## src/rtl/line_fetch_sched_if.sv

```systemverilog
// Memory read port plus AXI-stream pixel output of the line fetch sequencer.
interface line_fetch_sched_if #(
    parameter int unsigned WIDTH  = 32,
    parameter int unsigned ADDR_W = 20
);
    logic              mem_req_valid;
    logic              mem_req_ready;
    logic [ADDR_W-1:0] mem_req_addr;
    logic              mem_rsp_valid;
    logic [WIDTH-1:0]  mem_rsp_data;
    logic              out_axis_tvalid;
    logic              out_axis_tready;
    logic              out_axis_tuser;
    logic              out_axis_tlast;
    logic [WIDTH-1:0]  out_axis_tdata;

    modport master (
        output mem_req_valid, mem_req_addr,
        input  mem_req_ready, mem_rsp_valid, mem_rsp_data,
        output out_axis_tvalid, out_axis_tuser, out_axis_tlast, out_axis_tdata,
        input  out_axis_tready
    );

    modport slave (
        input  mem_req_valid, mem_req_addr,
        output mem_req_ready, mem_rsp_valid, mem_rsp_data,
        input  out_axis_tvalid, out_axis_tuser, out_axis_tlast, out_axis_tdata,
        output out_axis_tready
    );
endinterface

```

## src/rtl/line_fetch_sched.sv

```systemverilog
// Frame/line pixel fetch sequencer: word-addressed memory reads -> AXI-stream with tuser/tlast.
// Define LINE_FETCH_SCHED_DOUBLE_EN for vertical line doubling (each source line emitted twice).
module line_fetch_sched #(
    parameter int unsigned WIDTH    = 32,
    parameter int unsigned ADDR_W   = 20,
    parameter int unsigned H_PIXELS = 640,
    parameter int unsigned V_LINES  = 480
) (
    input  logic               clk,
    input  logic               rst,
    input  logic               enable,
    input  logic               frame_start,
    input  logic [ADDR_W-1:0]  base_addr,
    input  logic [ADDR_W-1:0]  stride,
    line_fetch_sched_if.master bus,
    output logic               busy,
    output logic               frame_done,
    output logic               overrun
);
    localparam int unsigned CW = 10;
    localparam logic [CW-1:0] LAST_X = CW'(H_PIXELS - 1);
    localparam logic [CW-1:0] LAST_Y = CW'(V_LINES - 1);

    typedef enum logic [1:0] {IDLE, REQ, WAIT, PUSH} state_t;

    state_t            state_q, state_d;
    logic [CW-1:0]     x_q, x_d, y_q, y_d;
    logic [ADDR_W-1:0] line_ptr_q, line_ptr_d;
    logic [ADDR_W-1:0] word_ptr_q, word_ptr_d;
    logic [ADDR_W-1:0] stride_q, stride_d;
    logic [ADDR_W-1:0] next_line;
    logic [WIDTH-1:0]  tdata_q, tdata_d;
    logic              tuser_q, tuser_d, tlast_q, tlast_d;
    logic              req_valid_q, req_valid_d, tvalid_q, tvalid_d;
    logic              busy_q, busy_d, done_q, done_d, overrun_q, overrun_d;
    logic              adv_line;

`ifdef LINE_FETCH_SCHED_DOUBLE_EN
    // Source line advances only after the second (odd) copy of each line.
    assign adv_line = y_q[0];
`else
    assign adv_line = 1'b1;
`endif

    assign next_line = line_ptr_q + stride_q;

    always_comb begin
        state_d    = state_q;
        x_d        = x_q;
        y_d        = y_q;
        line_ptr_d = line_ptr_q;
        word_ptr_d = word_ptr_q;
        stride_d   = stride_q;
        tdata_d    = tdata_q;
        tuser_d    = tuser_q;
        tlast_d    = tlast_q;
        busy_d     = busy_q;
        done_d     = 1'b0;
        overrun_d  = overrun_q | (frame_start & busy_q);

        unique case (state_q)
            IDLE: begin
                if (frame_start && enable) begin
                    line_ptr_d = base_addr;
                    word_ptr_d = base_addr;
                    stride_d   = stride;
                    x_d        = '0;
                    y_d        = '0;
                    busy_d     = 1'b1;
                    state_d    = REQ;
                end
            end
            REQ: begin
                if (bus.mem_req_ready) state_d = WAIT;
            end
            WAIT: begin
                if (bus.mem_rsp_valid) begin
                    tdata_d = bus.mem_rsp_data;
                    tuser_d = (x_q == '0) && (y_q == '0);
                    tlast_d = (x_q == LAST_X);
                    state_d = PUSH;
                end
            end
            PUSH: begin
                if (bus.out_axis_tready) begin
                    if (!tlast_q) begin
                        x_d        = x_q + CW'(1);
                        word_ptr_d = word_ptr_q + ADDR_W'(1);
                        state_d    = REQ;
                    end else if (y_q != LAST_Y) begin
                        x_d     = '0;
                        y_d     = y_q + CW'(1);
                        state_d = REQ;
                        if (adv_line) begin
                            line_ptr_d = next_line;
                            word_ptr_d = next_line;
                        end else begin
                            word_ptr_d = line_ptr_q;
                        end
                    end else begin
                        x_d     = '0;
                        y_d     = '0;
                        done_d  = 1'b1;
                        busy_d  = 1'b0;
                        state_d = IDLE;
                    end
                end
            end
            default: state_d = IDLE;
        endcase

        req_valid_d = (state_d == REQ);
        tvalid_d    = (state_d == PUSH);
    end

    always_ff @(posedge clk) begin
        if (rst) begin
            state_q     <= IDLE;
            x_q         <= '0;
            y_q         <= '0;
            line_ptr_q  <= '0;
            word_ptr_q  <= '0;
            stride_q    <= '0;
            tdata_q     <= '0;
            tuser_q     <= 1'b0;
            tlast_q     <= 1'b0;
            req_valid_q <= 1'b0;
            tvalid_q    <= 1'b0;
            busy_q      <= 1'b0;
            done_q      <= 1'b0;
            overrun_q   <= 1'b0;
        end else begin
            state_q     <= state_d;
            x_q         <= x_d;
            y_q         <= y_d;
            line_ptr_q  <= line_ptr_d;
            word_ptr_q  <= word_ptr_d;
            stride_q    <= stride_d;
            tdata_q     <= tdata_d;
            tuser_q     <= tuser_d;
            tlast_q     <= tlast_d;
            req_valid_q <= req_valid_d;
            tvalid_q    <= tvalid_d;
            busy_q      <= busy_d;
            done_q      <= done_d;
            overrun_q   <= overrun_d;
        end
    end

    assign bus.mem_req_valid   = req_valid_q;
    assign bus.mem_req_addr    = word_ptr_q;
    assign bus.out_axis_tvalid = tvalid_q;
    assign bus.out_axis_tuser  = tuser_q;
    assign bus.out_axis_tlast  = tlast_q;
    assign bus.out_axis_tdata  = tdata_q;
    assign busy                = busy_q;
    assign frame_done          = done_q;
    assign overrun             = overrun_q;
endmodule

```

## src/flat_wrapper.sv

```systemverilog
// flat-port wrapper written by rule: the top's interface ports become plain ports
module line_fetch_sched_flat 
#(
    parameter int unsigned WIDTH    = 32,
    parameter int unsigned ADDR_W   = 20,
    parameter int unsigned H_PIXELS = 640,
    parameter int unsigned V_LINES  = 480
)
  (clk, rst, enable, frame_start, base_addr, stride, busy, frame_done, overrun, bus_mem_req_valid, bus_mem_req_addr, bus_mem_req_ready, bus_mem_rsp_valid, bus_mem_rsp_data, bus_out_axis_tvalid, bus_out_axis_tuser, bus_out_axis_tlast, bus_out_axis_tdata, bus_out_axis_tready);
  line_fetch_sched_if #(.WIDTH(WIDTH), .ADDR_W(ADDR_W)) bus_i ();
  input  logic clk;
  input  logic rst;
  input  logic enable;
  input  logic frame_start;
  input  logic [ADDR_W-1:0] base_addr;
  input  logic [ADDR_W-1:0] stride;
  output logic busy;
  output logic frame_done;
  output logic overrun;
  output wire logic [$bits(bus_i.mem_req_valid)-1:0] bus_mem_req_valid;
  output wire logic [$bits(bus_i.mem_req_addr)-1:0] bus_mem_req_addr;
  input wire logic [$bits(bus_i.mem_req_ready)-1:0] bus_mem_req_ready;
  input wire logic [$bits(bus_i.mem_rsp_valid)-1:0] bus_mem_rsp_valid;
  input wire logic [$bits(bus_i.mem_rsp_data)-1:0] bus_mem_rsp_data;
  output wire logic [$bits(bus_i.out_axis_tvalid)-1:0] bus_out_axis_tvalid;
  output wire logic [$bits(bus_i.out_axis_tuser)-1:0] bus_out_axis_tuser;
  output wire logic [$bits(bus_i.out_axis_tlast)-1:0] bus_out_axis_tlast;
  output wire logic [$bits(bus_i.out_axis_tdata)-1:0] bus_out_axis_tdata;
  input wire logic [$bits(bus_i.out_axis_tready)-1:0] bus_out_axis_tready;
  assign bus_mem_req_valid = bus_i.mem_req_valid;
  assign bus_mem_req_addr = bus_i.mem_req_addr;
  assign bus_i.mem_req_ready = bus_mem_req_ready;
  assign bus_i.mem_rsp_valid = bus_mem_rsp_valid;
  assign bus_i.mem_rsp_data = bus_mem_rsp_data;
  assign bus_out_axis_tvalid = bus_i.out_axis_tvalid;
  assign bus_out_axis_tuser = bus_i.out_axis_tuser;
  assign bus_out_axis_tlast = bus_i.out_axis_tlast;
  assign bus_out_axis_tdata = bus_i.out_axis_tdata;
  assign bus_i.out_axis_tready = bus_out_axis_tready;
  line_fetch_sched #(.WIDTH(WIDTH), .ADDR_W(ADDR_W), .H_PIXELS(H_PIXELS), .V_LINES(V_LINES)) u_core (.clk(clk), .rst(rst), .enable(enable), .frame_start(frame_start), .base_addr(base_addr), .stride(stride), .bus(bus_i), .busy(busy), .frame_done(frame_done), .overrun(overrun));
endmodule
```

## config.mk

```make
export PLATFORM = sky130hd
export DESIGN_NAME = line_fetch_sched_flat
export DESIGN_NICKNAME = d
export VERILOG_FILES = /design/src/rtl/line_fetch_sched_if.sv /design/src/rtl/line_fetch_sched.sv /design/src/flat_wrapper.sv
export SDC_FILE = /design/constraint.sdc
export NUM_CORES = 1
export LEC_CHECK = 0
export ABC_AREA = 1
export BUFFER_PORTS_ARGS = -buffer_cell sky130_fd_sc_hd__buf_2
export CAP_MARGIN = 20
export CORE_ASPECT_RATIO = 1.25
export CORE_UTILIZATION = 55
export CTS_BUF_LIST = sky130_fd_sc_hd__clkbuf_8 sky130_fd_sc_hd__clkbuf_16
export DETAILED_ROUTE_END_ITERATION = 7
export PLACE_DENSITY = 0.8
export SLEW_MARGIN = 40
export SYNTH_ARGS = -nofsm -noshare
export SYNTH_HDL_FRONTEND = slang
export SYNTH_SLANG_ARGS = --single-unit
```

## constraint.sdc

```tcl
create_clock -name clk -period 4.5 [get_ports clk]
set_input_delay 0.225 -clock clk [delete_from_list [all_inputs] [get_ports clk]]
set_output_delay 0.225 -clock clk [all_outputs]
set_load 0.01 [all_outputs]
```

==> reports/summary.log, run 1 <==
qor: pwr.p_clk_frac 0.449
qor: yosys.synth_cell_types 44
qor: die.die_height 124.9 µm
qor: die.core_area 0.01167 mm²
qor: clock_tree.clock_latency 0.42 ns
qor: die.dieArea 0.01253 mm²
qor: clock_tree.numClockSinks 121
qor: pwr.power.leakage 3.818 nW
qor: yosys.ys_seq_area_frac 0.3645
qor: grt.grt_start_max_net_pins 55
qor: drt.route.antenna.remaining_nets 0
qor: clock_tree.cts_buffers 17
qor: sta.layout_worst_path_cycle_share 0.6065
qor: pwr.combinationalPowerShare 0.134
qor: clock_tree.clock_tree_buffer_depth 2
qor: sta.fin_crit 2.729 ns
qor: layout.final_cell_utilization_of_the_core 0.6816
qor: critical_path.timing.critical_path.cells nor2_2 > inv_2 > nor2_2 > inv_2 > nand2_8 > inv_4 > a21oi_4 > buf_4 > nand2_1 > a21oi_1 > a21oi_2
qor: clock_tree.clock_slew_at_reported_path_ffs 0.06 ns
qor: yosys.yosys-top-cells-count nor2_1, nand2_1, dfxtp_1
qor: grt.first_pass_grt_wire_length 29450 µm
qor: critical_path.cp-start-kind register
qor: grt.via_count_of_the_first_global_routing_pass 6383
qor: critical_path.nature_of_the_critical_path_endpoint register
qor: yosys.post-synth-top-count-cell nor2_1
qor: layout.fraction_of_final_layout_cells_with_drive_strength_greater_than_1 0.1968
qor: pwr.power.share.switching 0.2932
qor: place.gp_congestion 0.9345
qor: grt.grt_util_all_layers 0.2933
qor: drt.drc_errors 0
qor: layout.num_antenna_cells 0
qor: pwr.power.internal 2.007 mW
qor: sta.final.setup.tns 0 ns
qor: yosys.syn_inst 981
qor: drt.drt_via_density 5.313
qor: die.initial_utilization 0.5694
qor: yosys.syn-cell-area 0.006645 mm²
qor: layout.final_stage_net_count 1209
qor: place.numPlacedInstances 1247
qor: critical_path.critPathMaxFanout 23
qor: drt.routed-via-count 6795
qor: critical_path.worst_path_largest_cell_delay 0.48 ns
qor: sta.clock.fmax 366.4 MHz
qor: clock_tree.post_cts.repair.setup_buffers 0
qor: sta.whs 0.02706 ns
qor: yosys.yosys_warnings 0
qor: critical_path.cp_data_arrival_time 3.04 ns
qor: sta.maxSlewHeadroom 0.5554
qor: clock_tree.cts_tree yes
qor: sta.tightestPinTransition 0.6660 ns
qor: flow_run.cap_viol_max_count 0
qor: layout.final-instance-count-excl-fill 1279
qor: grt.grt_antenna_before_repair 0
qor: sta.clock-skew-final 0.006396 ns
qor: yosys.post-synth-top-area-cell dfxtp_1
qor: clock_tree.cts_max_level 4
qor: drt.first_iter_violations 426
qor: drt.finalWirelength 17530 µm
qor: drt.first_pass_iters 5
qor: yosys.synth_ff_type dfxtp_1
qor: die.fp-row-count 44
qor: yosys.share_of_the_synthesized_area_in_the_top_cell_type 0.3645
qor: critical_path.cp_data_required_time 4.81 ns
qor: outcome.run_status complete, no violations
qor: clock_tree.clock_tree.root_cell clkbuf_16
qor: drt.wl_per_cell 13.71 µm
qor: die.ioPinCount 138
qor: yosys.syn-mean-instance-area 6.774 µm²
qor: pwr.power.sequential.fraction 0.417
qor: yosys.yosys-top-cells-area dfxtp_1, nor2_1, nand2_1, o21ai_0, a21oi_1
qor: grt.globalRouteOverflowTotal 0
qor: layout.area_growth_syn_to_layout 19.71%
qor: place.place.port_buffers 137
qor: yosys.ys_async_sr_fraction 0
qor: sta.rsz_0062_raised_after_global_routing no
qor: sta.timing.final.hold_violations 0
qor: critical_path.critPathKind register to register
qor: die.die-width 100.3 µm
qor: pwr.net-switching-power 0.8326 mW
qor: worst_hold_path.worstHoldPathType primary input to register
qor: critical_path.timing.critical_path.slowest_stage_cell nor2_2
qor: place.place.detailed.hpwl 12850 µm
qor: sta.timing.final.max_slew_violations 0
qor: yosys.synth_edf_count 0
qor: yosys.postSynthNetCount 1085
qor: sta.setup_viol 0
qor: pwr.power_density 357.0 mW/mm²
qor: clock_tree.cts.repair.resized 0
qor: clock_tree.ctsHoldBuffers 0
qor: yosys.postSynthRegisterBits 121
qor: pwr.vdd.ir_drop.worst 262.4 µV
## cell families (layout without fill, tap and decap cells)
group           Yosys count  after routing  synth area share
xor+xnor                 14             14           0.01845
buf+inv                 127            264           0.07701
fa+ha+maj                25             25           0.04820
compound gates          229            229            0.1900
simple gates            465            465            0.3018
flops                   121            121            0.3645
## placed cells by master (no fill, tap or decap), drive strengths merged
cell,instances
xor2,10
a22oi,1
o22ai,2
xnor2,4
dfxtp,121
and2,2
o211ai,1
inv,98
ha,24
clkinvlp,4
nor4,2
a211oi,5
o21ai,118
nand2,177
a21oi,87
o211a,1
nand3b,3
clkinv,3
nand4,9
o21bai,1
fa,1
nand3,61
or2,9
buf,141
nor2,185
nor3,17
o31ai,1
a31oi,11
clkbuf,18
a41oi,1
## flip-flops by register name (all words and copies together) (netlist names), 2 cells and up
| register | count |
|---|---|
| u_core.bus.out_axis_tdata | 32 |
| u_core.y_q | 10 |
| u_core.bus.mem_req_addr | 20 |
| u_core.stride_q | 20 |
| u_core.line_ptr_q | 20 |
| u_core.x_q | 10 |
| u_core.state_q | 2 |
## power groups by stage
stage	clock network, mW	logic (mW)	registers [mW]
4_1_cts	1.28	0.378	1.18
2_1_floorplan	0	0.249	1.20
3_3_place_gp	0	0.368	1.20
5_1_grt	1.34	0.431	1.19
3_5_place_dp	0	0.373	1.20
6_report	1.28	0.381	1.18
## worst max-delay path: cells and delay by family, from the launching register on
family	cells	cell delay, ns
AND/OR/NAND/NOR	4	0.92
flip-flops	1	0.35
buffers and inverters	4	0.76
AO/OA/AOI/OAI	3	0.58
## through the flow
step / cell area [µm²] / setup WS, ns / total power, mW
floorplan: 6645 / 2.713 / 1.452
global placement: 7400 / 1.864 / 1.571
detailed placement: 7400 / 1.806 / 1.576
CTS: 7954 / 1.745 / 2.842
global route: 7955 / 1.497 / 2.963
finish: 7955 / 1.771 / 2.840
## area by class of cell
class                   instances  area [µm²]
fillers                      1052        3716
multi-input cells             733        3714
flip-flops and latches        121        2424
repair buffers                141       715.7
clock buffers                  18       439.2
inverters                      91       346.6
well taps                     161       201.4
clock inverters                14       115.1
## final timing paths
kind	depth (start not counted)	startpoint	slack (ns)	to
worst max-delay path	11	u_core.state_q[1]	1.77	u_core.bus.mem_req_addr[15]
worst max register to register	11	u_core.state_q[1]	1.77	u_core.bus.mem_req_addr[15]
worst min-delay path	3	stride[4]	0.03	u_core.stride_q[4]
worst min register to register	2	u_core.overrun	0.46	u_core.overrun
## routing by layer
| layer | up-vias | wire length, µm | GRT usage |
|---|---|---|---|
| met3 | 27 | 1060 | 0.05892 |
| met5 | - | 0 | 0 |
| met2 | 218 | 8171 | 0.4686 |
| li1 | 3495 | - | - |
| met1 | 3055 | 8003 | 0.3921 |
| met4 | 0 | 298 | 0.09889 |
Note: power is estimated with default switching activity, not from simulation.
==> run 2: changes to the inputs <==
CORE_UTILIZATION = 50   (was 55)
PLACE_DENSITY = 0.77   (was 0.8)
clock period = 2.5 ns   (was 4.5 ns; I/O delays follow)
==> run 2 against run 1 <==
- sequential power increased by 81%
- non-clock buffer count increased by 62
- cell count increased by 5.5%
- setup slack got worse by 1.3 ns
- largest cell class unchanged
- largest power group unchanged
- highest routed layer unchanged
- critical path type unchanged
==> reports/summary.log, run 2 (synthesized netlist as in run 1, its figures left out) <==
qor: sta.clock-skew-final 0.01088 ns [+0.004488 ns]
qor: pwr.power_density 623.5 mW/mm² [+75%]
qor: outcome.run_status complete, no violations
qor: sta.timing.final.max_slew_violations 0 [unchanged]
qor: die.ioPinCount 138 [unchanged]
qor: clock_tree.clock_latency 0.42 ns [about the same]
qor: layout.final_stage_net_count 1272 [+5.2%]
qor: layout.fraction_of_final_layout_cells_with_drive_strength_greater_than_1 0.1931 [-0.003723]
qor: place.gp_congestion 0.9570 [+2.4%]
qor: sta.maxSlewHeadroom 0.4277 [-0.1277]
qor: grt.use_met3 0.04365 [-0.01527]
qor: grt.first_pass_grt_wire_length 31460 µm [+6.8%]
qor: layout.multiInputGateArea 0.003722 mm² [+0.24%]
qor: die.initial_utilization 0.5177 [-0.05162]
qor: worst_hold_path.holdPathEnd u_core.line_ptr_q[14]
qor: pwr.total_power 5.370 mW [+89%]
qor: grt.grt_use_met1 0.3655 [-0.02669]
qor: critical_path.rrSetupSlack 0.44 ns [-1.33 ns]
qor: worst_hold_path.worstHoldPathType primary input to register
qor: sta.final.setup.tns 0 ns [unchanged]
qor: grt.globalRouteOverflowTotal 0 [unchanged]
qor: die.fp-row-count 46 [+4.5%]
qor: drt.wl_per_cell 14.36 µm [+4.8%]
qor: critical_path.critPathKind register to register
qor: critical_path.rr_worst_depth 14 [+3]
qor: die.core_area 0.01283 mm² [+10%]
qor: place.place.detailed.hpwl 13280 µm [+3.4%]
qor: critical_path.critPathMaxFanout 4 [-83%]
qor: pwr.power.leakage 4.106 nW [+7.6%]
qor: sta.layout_worst_path_cycle_share 0.8223 [+0.2157]
qor: critical_path.crit-reg2reg-capture u_core.bus.mem_req_addr[16]
qor: critical_path.cp_data_arrival_time 2.41 ns [-0.63 ns]
qor: layout.area_growth_syn_to_layout 29.60%
qor: layout.final_cell_utilization_of_the_core 0.6710 [-0.01062]
qor: clock_tree.clock_slew_at_reported_path_ffs 0.05 ns [about the same]
qor: layout.num_antenna_cells 0 [unchanged]
qor: drt.drt_via_density 5.290 [-0.43%]
qor: die.die_height 130.9 µm [+4.8%]
qor: worst_hold_path.whs_path_depth 3 [unchanged]
qor: drt.routed-via-count 7136 [+5.0%]
qor: grt.gr-usage-met2 0.4881 [+0.01954]
qor: drt.first_iter_violations 490 [+15%]
qor: sta.whs 0.01651 ns [-0.01055 ns]
qor: clock_tree.numClockSinks 121 [unchanged]
qor: grt.grt_most_used_layer met2
qor: pwr.vdd.ir_drop.worst 431.2 µV [+64%]
qor: layout.area.sequential 0.002422 mm² [about the same]
qor: layout.filler_cell_count 1105 [+5.0%]
qor: flow_run.cap_viol_max_count 0 [unchanged]
qor: critical_path.cp_data_required_time 2.86 ns [-1.95 ns]
qor: layout.largest_register_ff_count 32 [unchanged]
qor: clock_tree.cts_buffers 17 [unchanged]
qor: sta.timing.final.ws_setup 0.4444 ns [-1.326 ns]
qor: layout.final_common_cell nor2_1
qor: layout.final_cell_mix nor2_1, nand2_1, buf_2, dfxtp_1, o21ai_0
qor: drt.finalWirelength 19370 µm [+10%]
qor: drt.drc_errors 0 [unchanged]
qor: sta.rsz_0062_raised_after_global_routing no
qor: die.dieArea 0.01376 mm² [+9.8%]
qor: sta.fin_crit 2.056 ns [-0.6738 ns]
qor: clock_tree.clock_tree.root_cell clkbuf_16
qor: sta.clock.fmax 486.5 MHz [+33%]
qor: clock_tree.clock_tree_buffer_depth 2 [unchanged]
qor: die.die-width 105.1 µm [+4.8%]
qor: clock_tree.cts_tree yes
qor: drt.first_pass_iters 5 [unchanged]
qor: sta.timing.final.hold_violations 0 [unchanged]
qor: grt.grt_util_all_layers 0.2877 [-0.005606]
qor: place.place.port_buffers 137 [unchanged]
qor: critical_path.r2r-start u_core.stride_q[0]
qor: critical_path.cp-start-kind register
qor: worst_hold_path.worstHoldStart base_addr[14]
qor: grt.grt_start_max_net_pins 59 [+7.3%]
qor: sta.setup_viol 0 [unchanged]
qor: clock_tree.post_cts.repair.setup_buffers 0 [unchanged]
qor: clock_tree.cts_max_level 4 [unchanged]
qor: place.pre_cts_slack 0.1663 ns [-1.640 ns]
qor: grt.via_count_of_the_first_global_routing_pass 6674 [+4.6%]
qor: drt.route.antenna.remaining_nets 0 [unchanged]
qor: sta.tightestPinTransition 0.8585 ns [+0.1925 ns]
qor: critical_path.nature_of_the_critical_path_endpoint register
qor: grt.grt_antenna_before_repair 0 [unchanged]
-- run 2: cell types whose count changed in the layout (fill, tap and decap cells not counted), sizes merged --
| cell | previous run | this run |
|---|---|---|
| a21oi | 87 | 88 |
| inv | 98 | 95 |
| buf | 141 | 149 |
| bufinv | 0 | 2 |
| clkinv | 3 | 4 |
| dlygate4sd3 | 0 | 54 |
| clkbuf | 18 | 19 |
| clkinvlp | 4 | 3 |
-- run 2: worst max-delay path: stages, from the launching register on --
cell and delay, ns:
dfxtp_1 0.34, ha_1 0.22, inv_1 0.08, fa_1 0.39, inv_1 0.11, nand3_1 0.07, nand3_1 0.12, nand2_1 0.06
nand2_1 0.12, nand2_1 0.08, nand2_1 0.06, nand2_1 0.06, nand3_1 0.08, nand3_1 0.09, a21oi_2 0.12
-- run 2: through the flow --
stage,std cells,area (µm²)
final,1349,8612
after floorplan,981,6645
after global routing,1349,8612
after global placement,1262,7468
after detailed placement,1262,7468
after CTS,1348,8603
-- run 2: worst max path at each step --
stage	start	depth (start not counted)	end
finish	u_core.stride_q[0]	14	u_core.bus.mem_req_addr[16]
detailed placement	u_core.y_q[0]	9	u_core.bus.mem_req_addr[11]
floorplan	u_core.stride_q[0]	14	u_core.bus.mem_req_addr[16]
global route	u_core.stride_q[0]	14	u_core.bus.mem_req_addr[12]
CTS	u_core.y_q[0]	9	u_core.bus.mem_req_addr[11]
global placement	u_core.state_q[1]	10	u_core.bus.mem_req_addr[11]
-- run 2: timing repair --
action / 4_1_cts / 5_1_grt
hold buffers: 54 / 0
setup endpoints to repair: 0 / 10
hold endpoints to repair: 54 / 0
gates resized for setup: 0 / 0
-- run 2: power breakdown --
part / total, mW / internal, mW / leakage, nW / switching, mW
sequential: 2.13 / 2.04 / 0.987 / 0.0927
clock: 2.47 / 1.53 / 0.287 / 0.944
combinational: 0.769 / 0.319 / 2.83 / 0.450
total: 5.37 / 3.88 / 4.11 / 1.49
-- run 2: cell type report --
class	count	share of cell area
multi-input cells	734	0.4322
flip-flops and latches	121	0.2813
repair buffers	203	0.1528
clock buffers	19	0.05259
inverters	91	0.04024
well taps	168	0.02441
clock inverters	13	0.01642
-- run 2: metal layers --
metal / vias up / wire length (µm)
met4: 0 / 567
met5: - / 0
met3: 45 / 1098
li1: 3633 / -
met1: 3223 / 8419
met2: 235 / 9287
==> run 3: changes to the inputs <==
ABC_AREA = 0   (was 1)
CORE_UTILIZATION = 55   (was 50)
PLACE_DENSITY = 0.81   (was 0.77)
clock period = 2 ns   (was 2.5 ns; I/O delays follow)
==> run 3 against run 2 <==
- the run now ends with design-rule violations, negative setup slack left
- cell count shrank 6.5%
- sequential cell count is the same
- wire length grew 63%
- critical path depth shrank 5
==> reports/summary.log, run 3 <==
qor: yosys.yosys-top-cells-count nand2_1, dfxtp_1, a21oi_1
qor: die.fp-row-count 43 [-6.5%]
qor: layout.fraction_of_final_layout_cells_with_drive_strength_greater_than_1 0.3677 [+0.1746]
qor: yosys.ys_seq_area_frac 0.3807 [+0.01620]
qor: yosys.post-synth-top-count-cell nand2_1
qor: clock_tree.clock_slew_at_reported_path_ffs 0.07 ns [+0.02 ns]
qor: pwr.power.internal 4.943 mW [+27%]
qor: critical_path.timing.critical_path.slowest_stage_cell dfxtp_1
qor: critical_path.nature_of_the_critical_path_endpoint register
qor: clock_tree.cts_buffers 17 [unchanged]
qor: sta.timing.final.max_slew_violations 0 [unchanged]
qor: drt.wl_per_cell 25.04 µm [+74%]
qor: layout.final_stage_net_count 1217 [-4.3%]
qor: yosys.synth.area.mux_share 0.004720 [+0.004720]
qor: yosys.synth_edf_count 0 [unchanged]
qor: pwr.p_clk_frac 0.463 [+0.003]
qor: die.dieArea 0.01201 mm² [-13%]
qor: drt.first_pass_iters 8 [+3]
qor: yosys.post-synth-top-area-cell dfxtp_1
qor: grt.grt_util_all_layers 0.4289 [+0.1412]
qor: drt.routed-via-count 8866 [+24%]
qor: critical_path.cp_data_required_time 2.30 ns [-0.56 ns]
qor: yosys.yosys.area_share.simple 0.2559 [-0.04598]
qor: clock_tree.cts_max_level 4 [unchanged]
qor: critical_path.cp_data_arrival_time 3.09 ns [+0.68 ns]
qor: die.ioPinCount 138 [unchanged]
qor: grt.grt_start_max_net_pins 61 [+3.4%]
qor: layout.area_growth_syn_to_layout 54.83%
qor: yosys.postSynthRegisterBits 121 [unchanged]
qor: critical_path.worst_path_largest_cell_delay 0.42 ns [+0.03 ns]
qor: layout.filler_cell_count 459 [-58%]
qor: sta.fin_crit 2.788 ns [+0.7323 ns]
qor: layout.final-instance-count-excl-fill 1261 [-6.5%]
qor: pwr.power.share.switching 0.3047 [+0.02788]
qor: yosys.postSynthNetCount 933 [-14%]
qor: yosys.yosys.area_share.xor_xnor 0.05644 [+0.03799]
qor: yosys.synth_cell_types 66 [+50%]
qor: yosys.yosys_warnings 0 [unchanged]
qor: sta.timing.final.ws_setup -0.7880 ns [-1.232 ns]
qor: clock_tree.clock_tree_buffer_depth 2 [unchanged]
qor: pwr.combinationalPowerShare 0.171 [+0.028]
qor: die.initial_utilization 0.5685 [+0.05080]
qor: clock_tree.clock_tree.root_cell clkbuf_16
qor: worst_hold_path.worstHoldPathType primary input to register
qor: critical_path.cp-start-kind register
qor: sta.layout_worst_path_cycle_share 1.394 [+0.5717]
qor: yosys.syn_inst 829 [-15%]
qor: sta.rsz_0062_raised_after_global_routing yes
qor: critical_path.critPathKind register to register
qor: yosys.yosys-top-cells-area dfxtp_1, nand2_1, a21oi_1, nor2_1, ha_1
qor: grt.grt_antenna_before_repair 0 [unchanged]
qor: drt.finalWirelength 31580 µm [+63%]
qor: sta.clock.fmax 358.7 MHz [-26%]
qor: grt.via_count_of_the_first_global_routing_pass 7963 [+19%]
qor: clock_tree.cts_tree yes
qor: outcome.failed_checks design-rule violations, negative setup slack
qor: die.die-width 98.20 µm [-6.6%]
qor: yosys.synth_adder_area_share 0.05034 [+0.002142]
qor: layout.final_cell_utilization_of_the_core 0.8803 [+0.2093]
qor: pwr.vdd.ir_drop.worst 726.6 µV [+68%]
qor: sta.maxSlewHeadroom 0.5234 [+0.09573]
qor: yosys.synth-compound-area-share 0.2059 [+0.01592]
qor: layout.final_cell_mix nand2_1, buf_2, buf_4, dfxtp_1, a21oi_1
qor: yosys.share_of_the_synthesized_area_in_the_top_cell_type 0.3807 [+0.01620]
qor: yosys.synth_ff_type dfxtp_1
qor: critical_path.critPathMaxFanout 4 [unchanged]
qor: sta.clock-skew-final 0.01074 ns [-0.0001451 ns]
qor: die.core_area 0.01119 mm² [-13%]
qor: die.die_height 122.3 µm [-6.6%]
qor: place.gp_congestion 0.9334 [-2.5%]
qor: sta.tightestPinTransition 0.7149 ns [-0.1436 ns]
qor: outcome.run_status finished with violations
qor: yosys.main_combinational_cell_family_by_area_after_synthesis simple AND/OR/NAND/NOR gates
qor: yosys.ys_async_sr_fraction 0 [unchanged]
qor: yosys.syn-cell-area 0.006362 mm² [-4.3%]
qor: pwr.power.leakage 4.145 nW [+0.94%]
qor: drt.drt_via_density 7.031 [+33%]
qor: place.pre_cts_slack -0.4925 ns [-0.6588 ns]
qor: drt.drc_errors 47 [+47]
qor: place.place.detailed.hpwl 13440 µm [+1.2%]
qor: place.placed_cell_area 0.007855 mm² [+5.2%]
qor: grt.globalRouteOverflowTotal 0 [unchanged]
qor: place.place.port_buffers 137 [unchanged]
qor: drt.route.antenna.remaining_nets 0 [unchanged]
qor: clock_tree.numClockSinks 121 [unchanged]
qor: pwr.power.sequential.fraction 0.367 [-0.030]
qor: layout.largest_register_ff_count 32 [unchanged]
qor: sta.setup_viol 31 [+31]
qor: critical_path.timing.critical_path.cells ha_4 > a21oi_1 > o21ai_1 > nor2_2 > a21oi_4 > o311a_1 > a211o_1 > a311oi_2 > nor4_2
qor: clock_tree.clock_latency 0.45 ns [+0.03 ns]
qor: place.numPlacedInstances 1148 [-9.0%]
qor: sta.timing.final.hold_violations 0 [unchanged]
qor: pwr.power_density 721.6 mW/mm² [+16%]
qor: drt.first_iter_violations 1418 [+190%]
qor: layout.final_common_cell nand2_1
qor: layout.postLayoutCellArea 0.009851 mm² [+14%]
qor: pwr.net-switching-power 2.166 mW [+46%]
qor: flow_run.cap_viol_max_count 0 [unchanged]
qor: yosys.syn-mean-instance-area 7.675 µm² [+13%]
qor: grt.first_pass_grt_wire_length 39740 µm [+26%]
qor: layout.num_antenna_cells 0 [unchanged]
[run 3: worst paths after layout]
path / from / to / slack [ns] / cells past startpoint
max: u_core.line_ptr_q[10] / u_core.line_ptr_q[19] / -0.79 / 9
min: bus_out_axis_tready / u_core.frame_done / 0.006 / 2
max reg2reg: u_core.line_ptr_q[10] / u_core.line_ptr_q[19] / -0.79 / 9
min reg2reg: u_core.bus.out_axis_tdata[28] / u_core.bus.out_axis_tdata[28] / 0.46 / 2
[run 3: through the flow]
step | hold WS, ns | total power, mW | setup TNS [ns]
global placement | 0.3409 | 3.424 | -5.584
floorplan | 0.2284 | 3.077 | -1.875
detailed placement | 0.3463 | 3.438 | -6.984
finish | 0.006283 | 7.108 | -11.82
CTS | 0.001847 | 6.769 | -5.259
global route | 0.01635 | 7.256 | -14.96
[run 3: critical path: cells and delay by family, from the launching register on]
family                   cells  cell delay [ns]
adder cells (fa/ha/maj)      1             0.25
AND/OR/NAND/NOR              2             0.29
AO/OA/AOI/OAI                6             1.68
flip-flops                   1             0.42
[run 3: area by class of cell]
class                      count  area (µm²)  area share
multi-input combinational    646        4302      0.4367
sequential                   121        2454      0.2491
timing repair buffer         314        2267      0.2302
clock buffer                  17       425.4     0.04319
clock inverter                15       185.2     0.01880
tap                          135       168.9     0.01715
inverter                      13       48.80    0.004954
[run 3: power groups by stage]
stage	clock, mW	combinational [mW]	sequential, mW
3_5_place_dp	0	0.813	2.62
2_1_floorplan	0	0.440	2.64
3_3_place_gp	0	0.802	2.62
5_1_grt	3.39	1.26	2.61
6_report	3.29	1.21	2.61
4_1_cts	3.20	0.983	2.58
[run 3: logic make-up after synthesis]
group	after synthesis
AO/OA/AOI/OAI	214
XOR/XNOR	41
buffers and inverters	62
adder cells (fa/ha/maj)	25
flip-flops	121
AND/OR/NAND/NOR	363
multiplexers	3
[run 3: timing repair]
action | in CTS | in global routing
endpoints found under the setup margin | 48 | 47
cloned | 0 | 1
setup buffers | 16 | 10
hold buffers | 61 | 0
pin swaps | 70 | 52
hold endpoints to repair | 63 | 0
resized for setup | 70 | 77
[run 3: routing by layer]
layer	track usage	vias to the layer above	share of wire
met5	0	-	0
met4	0.3629	0	0.12
met2	0.7355	1008	0.44
li1	-	3471	-
met1	0.4340	3944	0.30
met3	0.1219	443	0.13
